<file path="config.mk">
export PLATFORM = sky130hd
export DESIGN_NAME = sdf_stage_ctrl
export DESIGN_NICKNAME = d
export VERILOG_FILES = /design/src/rtl/fft_pkg.sv /design/src/rtl/sdf_tw_addr_gen.sv /design/src/rtl/sdf_stage_ctrl.sv
export SDC_FILE = /design/constraint.sdc
export NUM_CORES = 1
export LEC_CHECK = 0
export ABC_CLOCK_PERIOD_IN_PS = 1900
export CAP_MARGIN = 20
export CORE_AREA = 2 2 39 41
export CTS_BUF_LIST = sky130_fd_sc_hd__clkbuf_4 sky130_fd_sc_hd__clkbuf_8
export CTS_CLUSTER_SIZE = 30
export DETAILED_ROUTE_END_ITERATION = 6
export DIE_AREA = 0 0 41 43
export HOLD_SLACK_MARGIN = 0.1
export PLACE_DENSITY = 0.8
export SYNTH_ARGS = -nofsm -noshare
export SYNTH_HDL_FRONTEND = slang
export SYNTH_HIERARCHICAL = 1
export SYNTH_SLANG_ARGS = --single-unit
</file>
<file path="constraint.sdc">
create_clock -name clk -period 1.9 [get_ports clk]
set_clock_uncertainty 0.2 [all_clocks]
set_input_delay 0.285 -clock clk [delete_from_list [all_inputs] [get_ports clk]]
set_output_delay 0.285 -clock clk [all_outputs]
set_load 0.005 [all_outputs]
</file>
<file path="src/rtl/fft_pkg.sv">
// Shared definitions for the 32-point SDF FFT pipeline: datapath widths,
// the stage-controller state type and the twiddle stride helper.
package fft_pkg;

  localparam int unsigned DATA_W = 15;
  localparam int unsigned N_FFT  = 32;
  localparam int unsigned TW_W   = 4;

  typedef enum logic [1:0] {
    IDLE  = 2'd0,
    RUN   = 2'd1,
    DRAIN = 2'd2
  } sdf_state_e;

  // Twiddle index step between consecutive load-half samples of a stage.
  function automatic int unsigned tw_stride(input int unsigned n, input int unsigned delay);
    return n / (2 * delay);
  endfunction

endpackage

</file>
<file path="src/rtl/sdf_tw_addr_gen.sv">
// Twiddle ROM address generator shared by all SDF stage controllers.
// The sum path (bf_sel_i = 1) always uses W^0; the difference path uses
// W_N^(k * N/(2*DELAY)), wrapped to the ROM address width.
module sdf_tw_addr_gen #(
  parameter int unsigned N     = fft_pkg::N_FFT,
  parameter int unsigned DELAY = 8,
  parameter int unsigned TW_W  = fft_pkg::TW_W,
  localparam int unsigned KW   = (DELAY > 1) ? $clog2(DELAY) : 1
) (
  input  logic [KW-1:0]   k_i,
  input  logic            bf_sel_i,
  output logic [TW_W-1:0] tw_addr_o
);
  import fft_pkg::*;

  localparam int unsigned STRIDE = tw_stride(N, DELAY);

  logic [TW_W-1:0] prod;

  // Product is formed at ROM width directly; truncation is modulo 2^TW_W either way.
  always_comb begin
    prod      = TW_W'(k_i) * TW_W'(STRIDE);
    tw_addr_o = bf_sel_i ? '0 : prod;
  end

endmodule

</file>
<file path="src/rtl/sdf_stage_ctrl.sv">
// Sequencer for one radix-2 SDF stage: handshakes the input stream, drives
// the delay-line shift enable, butterfly select and twiddle address, and
// drains the delay line for DELAY cycles after the final frame.
// Optional build macro SDF_FRAME_CNT_EN adds a saturating 16-bit frame_cnt.
module sdf_stage_ctrl #(
  parameter int unsigned N     = fft_pkg::N_FFT,
  parameter int unsigned DELAY = 8,
  parameter int unsigned TW_W  = fft_pkg::TW_W
) (
  input  logic            clk,
  input  logic            rst,
  input  logic            in_valid,
  input  logic            in_last,
  output logic            in_ready,
  output logic            sr_en,
  output logic            bf_sel,
  output logic [TW_W-1:0] tw_addr,
  output logic            out_valid,
  output logic            out_first,
  output logic            busy,
  output logic            frame_err
`ifdef SDF_FRAME_CNT_EN
  ,
  output logic [15:0]     frame_cnt
`endif
);
  import fft_pkg::*;

  localparam int unsigned CW = $clog2(2 * DELAY);
  localparam int unsigned KW = (DELAY > 1) ? $clog2(DELAY) : 1;

  localparam logic [CW-1:0] CNT_LAST   = CW'(2 * DELAY - 1);
  localparam logic [CW-1:0] CNT_HALF   = CW'(DELAY);
  localparam logic [CW-1:0] DRAIN_LAST = CW'(DELAY - 1);

  sdf_state_e    state_q, state_d;
  logic [CW-1:0] cnt_q, cnt_d;
  logic          primed_q, primed_d;
  logic          frame_err_q, frame_err_d;
  logic          accept;
  logic [KW-1:0] k;

  // With DELAY = 1 the counter is only the butterfly bit, so k is always 0.
  if (DELAY > 1) begin : g_k
    assign k = cnt_q[KW-1:0];
  end else begin : g_k_zero
    assign k = '0;
  end

  // Handshake and per-cycle datapath controls from state and counter.
  always_comb begin
    in_ready  = (state_q != DRAIN);
    busy      = (state_q != IDLE);
    accept    = in_valid & in_ready & ~rst;
    sr_en     = 1'b0;
    bf_sel    = 1'b0;
    out_valid = 1'b0;
    out_first = 1'b0;
    if (state_q == DRAIN) begin
      sr_en     = 1'b1;
      out_valid = 1'b1;
    end else begin
      sr_en     = accept;
      bf_sel    = cnt_q[CW-1];
      out_valid = accept & (bf_sel | primed_q);
      out_first = out_valid & (cnt_q == CNT_HALF);
    end
  end

  sdf_tw_addr_gen #(
    .N     (N),
    .DELAY (DELAY),
    .TW_W  (TW_W)
  ) u_tw_addr_gen (
    .k_i       (k),
    .bf_sel_i  (bf_sel),
    .tw_addr_o (tw_addr)
  );

  // Next-state: IDLE and RUN share sample handling since IDLE sits at cnt = 0.
  always_comb begin
    state_d     = state_q;
    cnt_d       = cnt_q;
    primed_d    = primed_q;
    frame_err_d = frame_err_q;
    case (state_q)
      IDLE, RUN: begin
        if (accept) begin
          state_d = RUN;
          if (bf_sel) begin
            primed_d = 1'b1;
          end
          if (cnt_q == CNT_LAST) begin
            cnt_d = '0;
            if (in_last) begin
              state_d = DRAIN;
            end
          end else begin
            cnt_d = cnt_q + 1'b1;
            if (in_last) begin
              frame_err_d = 1'b1;
            end
          end
        end
      end
      DRAIN: begin
        if (cnt_q == DRAIN_LAST) begin
          state_d  = IDLE;
          cnt_d    = '0;
          primed_d = 1'b0;
        end else begin
          cnt_d = cnt_q + 1'b1;
        end
      end
      default: begin
        state_d  = IDLE;
        cnt_d    = '0;
        primed_d = 1'b0;
      end
    endcase
  end

  // State registers with asynchronous reset.
  always_ff @(posedge clk or posedge rst) begin
    if (rst) begin
      state_q     <= IDLE;
      cnt_q       <= '0;
      primed_q    <= 1'b0;
      frame_err_q <= 1'b0;
    end else begin
      state_q     <= state_d;
      cnt_q       <= cnt_d;
      primed_q    <= primed_d;
      frame_err_q <= frame_err_d;
    end
  end

  assign frame_err = frame_err_q;

`ifdef SDF_FRAME_CNT_EN
  logic        wrap;
  logic [15:0] frame_cnt_q;

  assign wrap = accept & (cnt_q == CNT_LAST);

  // Completed-frame counter, saturating at all ones.
  always_ff @(posedge clk or posedge rst) begin
    if (rst) begin
      frame_cnt_q <= '0;
    end else if (wrap && (frame_cnt_q != '1)) begin
      frame_cnt_q <= frame_cnt_q + 16'd1;
    end
  end

  assign frame_cnt = frame_cnt_q;
`endif

endmodule

</file>
==> metrics.cfg <==
[logic_synthesis]
synth_mux_area_share_pct = 0
synth_compound_area_share_pct = 22.7
synth-seq-cells = 8
synth-simple-area-share_pct = 25.1
ys_warn_count = 6
synth_top_family_by_area = simple AND/OR/NAND/NOR gates
synth_nets = 67
syn_area_per_cell_um2 = 8.84
synth_xor_xnor_area_share_pct = 0
synthAdderAreaFrac_pct = 4.64
yosysSeqAreaShare_pct = 37.1
ys_types = 28
mappedNetlistArea_um2 = 539
synthCells = 61

[power_and_ir_drop]
leakagePower_nw = 0.387
comb_power_share_pct = 49.6
power.density_mw_per_mm2 = 1070
power_frac_clock_pct = 16.6
switching_power_uw = 295
finalPower_uw = 812
power_frac_seq_pct = 33.8
swShare_pct = 36.4
p_int_uw = 517
vdd_drop_max_v = 0.000564

[detailed_routing]
met1_length_um = 473
finalWirelength_um = 1240
route.met2.wl_um = 632
dr_total_vias = 548
wl_per_cell_um = 12.7
first_pass_iters = 4
viasPerCell = 5.59
remaining_drc_errors = 0
dr_wl_met3_um = 75
drt_iter0_markers = 28
ant_nets = 0
dr.max_layer_used = met4

[placed_design]
numPortBuffers = 13
dpl.hpwl_um = 941
gp_congestion = 0.841

[min_path]
hold_path.class = in2async

[sta]
rsz0062_at_grt = true
fmax_mhz = 540
fin_crit_sh_pct = 97.5
final.setup.tns_ns = 0
setup_viol = 0
finalHoldViolations = 0
fin_crit_ns = 1.85
drv_slew = 0
fin_hold_ws_ns = 0.147

[grt]
grt_max_degree = 11
grt_usage_pct = 17.5
grt_pass1_vias = 506
overflow = 0
grt_pass1_wl_um = 2040
antenna_found_initial = 0

[critical_path]
path_max_fanout = 10
crit_path_end_kind = primary output
critical_path_arrival_ns = 1.37
max_stage_delay_ns = 0.41
critPathKind = reg2out
crit_chain = buf_6 > or2_2 > dlygate4sd2_1
crit_required_ns = 1.41
startpoint_type = flip-flop
crit_slowest_cell = dfrtp_1
reg2regPathDepth = 6

[clock_tree]
clock_latency_ns = 0.26
cts_buffers = 3
clock_sinks = 8
h-tree-depth = 1
clock_path_buffers = 2
clock_tree.root_cell = clkbuf_4
cts_tree = done
clk_pin_slew_ns = 0.06
holdBufCountCts = 0

[flow_run]
maxCapViolations = 0

[outcome]
status = finished, final reports clean

[die]
dieArea_mm2 = 0.00176
dieHeight_um = 43
coreArea_mm2 = 0.00138
boundaryPins = 15
rows = 14
die_w_um = 41
start_util_pct = 39.0

[cells_and_area]
syn2layout_area_growth_pct = 40.8
drive_gt1_share_pct = 24.4
antenna_cells = 0
nets = 90

layer usage:
metal  vias to the layer above  GRT usage, %
li1                        255             -
met1                       253          20.8
met2                        30          25.6
met3                        10          3.14
met4                         0          14.7
met5                         -             0
timing repair:
action / 4_1_cts / 5_1_grt
resized for setup: 12 / 4
setup buffers: 0 / 0
cloned: 0 / 0
pin swaps: 0 / 0
setup endpoints to repair: 8 / 3
worst max-delay path, delay by kind of cell (launching register included):
| family | cells | cell delay, ns |
|---|---|---|
| buffers and inverters | 2 | 0.41 |
| flip-flops | 1 | 0.41 |
| AND/OR/NAND/NOR | 1 | 0.28 |
cell usage after synthesis:
master | instances | area, um2
inv_1 | 6 | 22.5
a22oi_1 | 1 | 7.51
o21a_1 | 1 | 7.51
nand2b_1 | 3 | 18.8
nand3_1 | 2 | 10.0
or2_2 | 1 | 6.26
dfrtp_1 | 8 | 200
a31o_2 | 1 | 8.76
a311oi_2 | 1 | 15.0
o2111ai_1 | 1 | 8.76
buf_6 | 2 | 22.5
nor2b_1 | 4 | 25.0
o22ai_1 | 2 | 12.5
a31oi_1 | 1 | 6.26
conb_1 | 1 | 3.75
and2_4 | 1 | 8.76
nand4b_1 | 1 | 8.76
buf_4 | 1 | 7.51
nand2_1 | 3 | 11.3
and2_1 | 2 | 12.5
nor2_1 | 4 | 15.0
or3_1 | 1 | 6.26
ha_1 | 2 | 25.0
o211ai_1 | 1 | 7.51
o21ai_0 | 3 | 15.0
a21oi_1 | 5 | 25.0
o21ai_2 | 1 | 8.76
and4bb_2 | 1 | 12.5
layout make-up:
type | count | area (um2)
clock buffers | 3 | 22.5
inverters | 6 | 22.5
flip-flops and latches | 8 | 200
fillers | 123 | 624
repair buffers | 21 | 190
multi-input cells | 44 | 304
well taps | 16 | 20.0
cells by family after synthesis:
| group | after synthesis |
|---|---|
| flip-flops | 8 |
| other | 1 |
| AND/OR/NAND/NOR | 23 |
| adder cells (fa/ha/maj) | 2 |
| AO/OA/AOI/OAI | 18 |
| buffers and inverters | 9 |
power by group through the flow:
| stage | logic (mW) | registers (mW) | clock network (mW) |
|---|---|---|---|
| CTS | 0.407 | 0.274 | 0.138 |
| floorplan | 0.230 | 0.275 | 0 |
| detailed placement | 0.425 | 0.276 | 0 |
| finish | 0.403 | 0.274 | 0.135 |
| global route | 0.455 | 0.285 | 0.147 |
| global placement | 0.416 | 0.270 | 0 |
state kept, by name, summed over array words and instances (netlist names):
| register | count |
|---|---|
| state_q | 2 |
| frame_err | 1 |
| cnt_q | 4 |
| primed_q | 1 |
cells in the final DEF (no fill, tap or decap), types with 3 or more instances in the layout:
cell type,n
nand2_1,3
buf_4,7
clkbuf_4,3
nor2b_1,4
nor2_1,4
dlygate4sd2_1,7
inv_1,6
dfrtp_1,8
clkdlybuf4s50_1,3
a21oi_1,5
final timing paths:
check	startpoint	endpoint	slack (ns)
setup / recovery	state_q[1]	busy	0.05
hold / removal	rst	cnt_q[2]	0.15
setup reg to reg	cnt_q[0]	cnt_q[0]	0.18
hold reg to reg	frame_err	frame_err	0.27
max in group asynchronous	rst	state_q[0]	1.21
min in group clk	frame_err	frame_err	0.27
metrics by stage:
step | area, um2 | setup WS, ns | instances | util, %
floorplan | 539 | 0.317 | 61 | -
global placement | 719 | -0.254 | 95 | 52.0
detailed placement | 719 | -0.260 | 95 | 52.0
CTS | 749 | 0.000711 | 98 | 54.2
global route | 759 | -0.00270 | 98 | 54.9
finish | 759 | 0.0479 | 98 | 54.9
(Power assumes the default switching activity.)
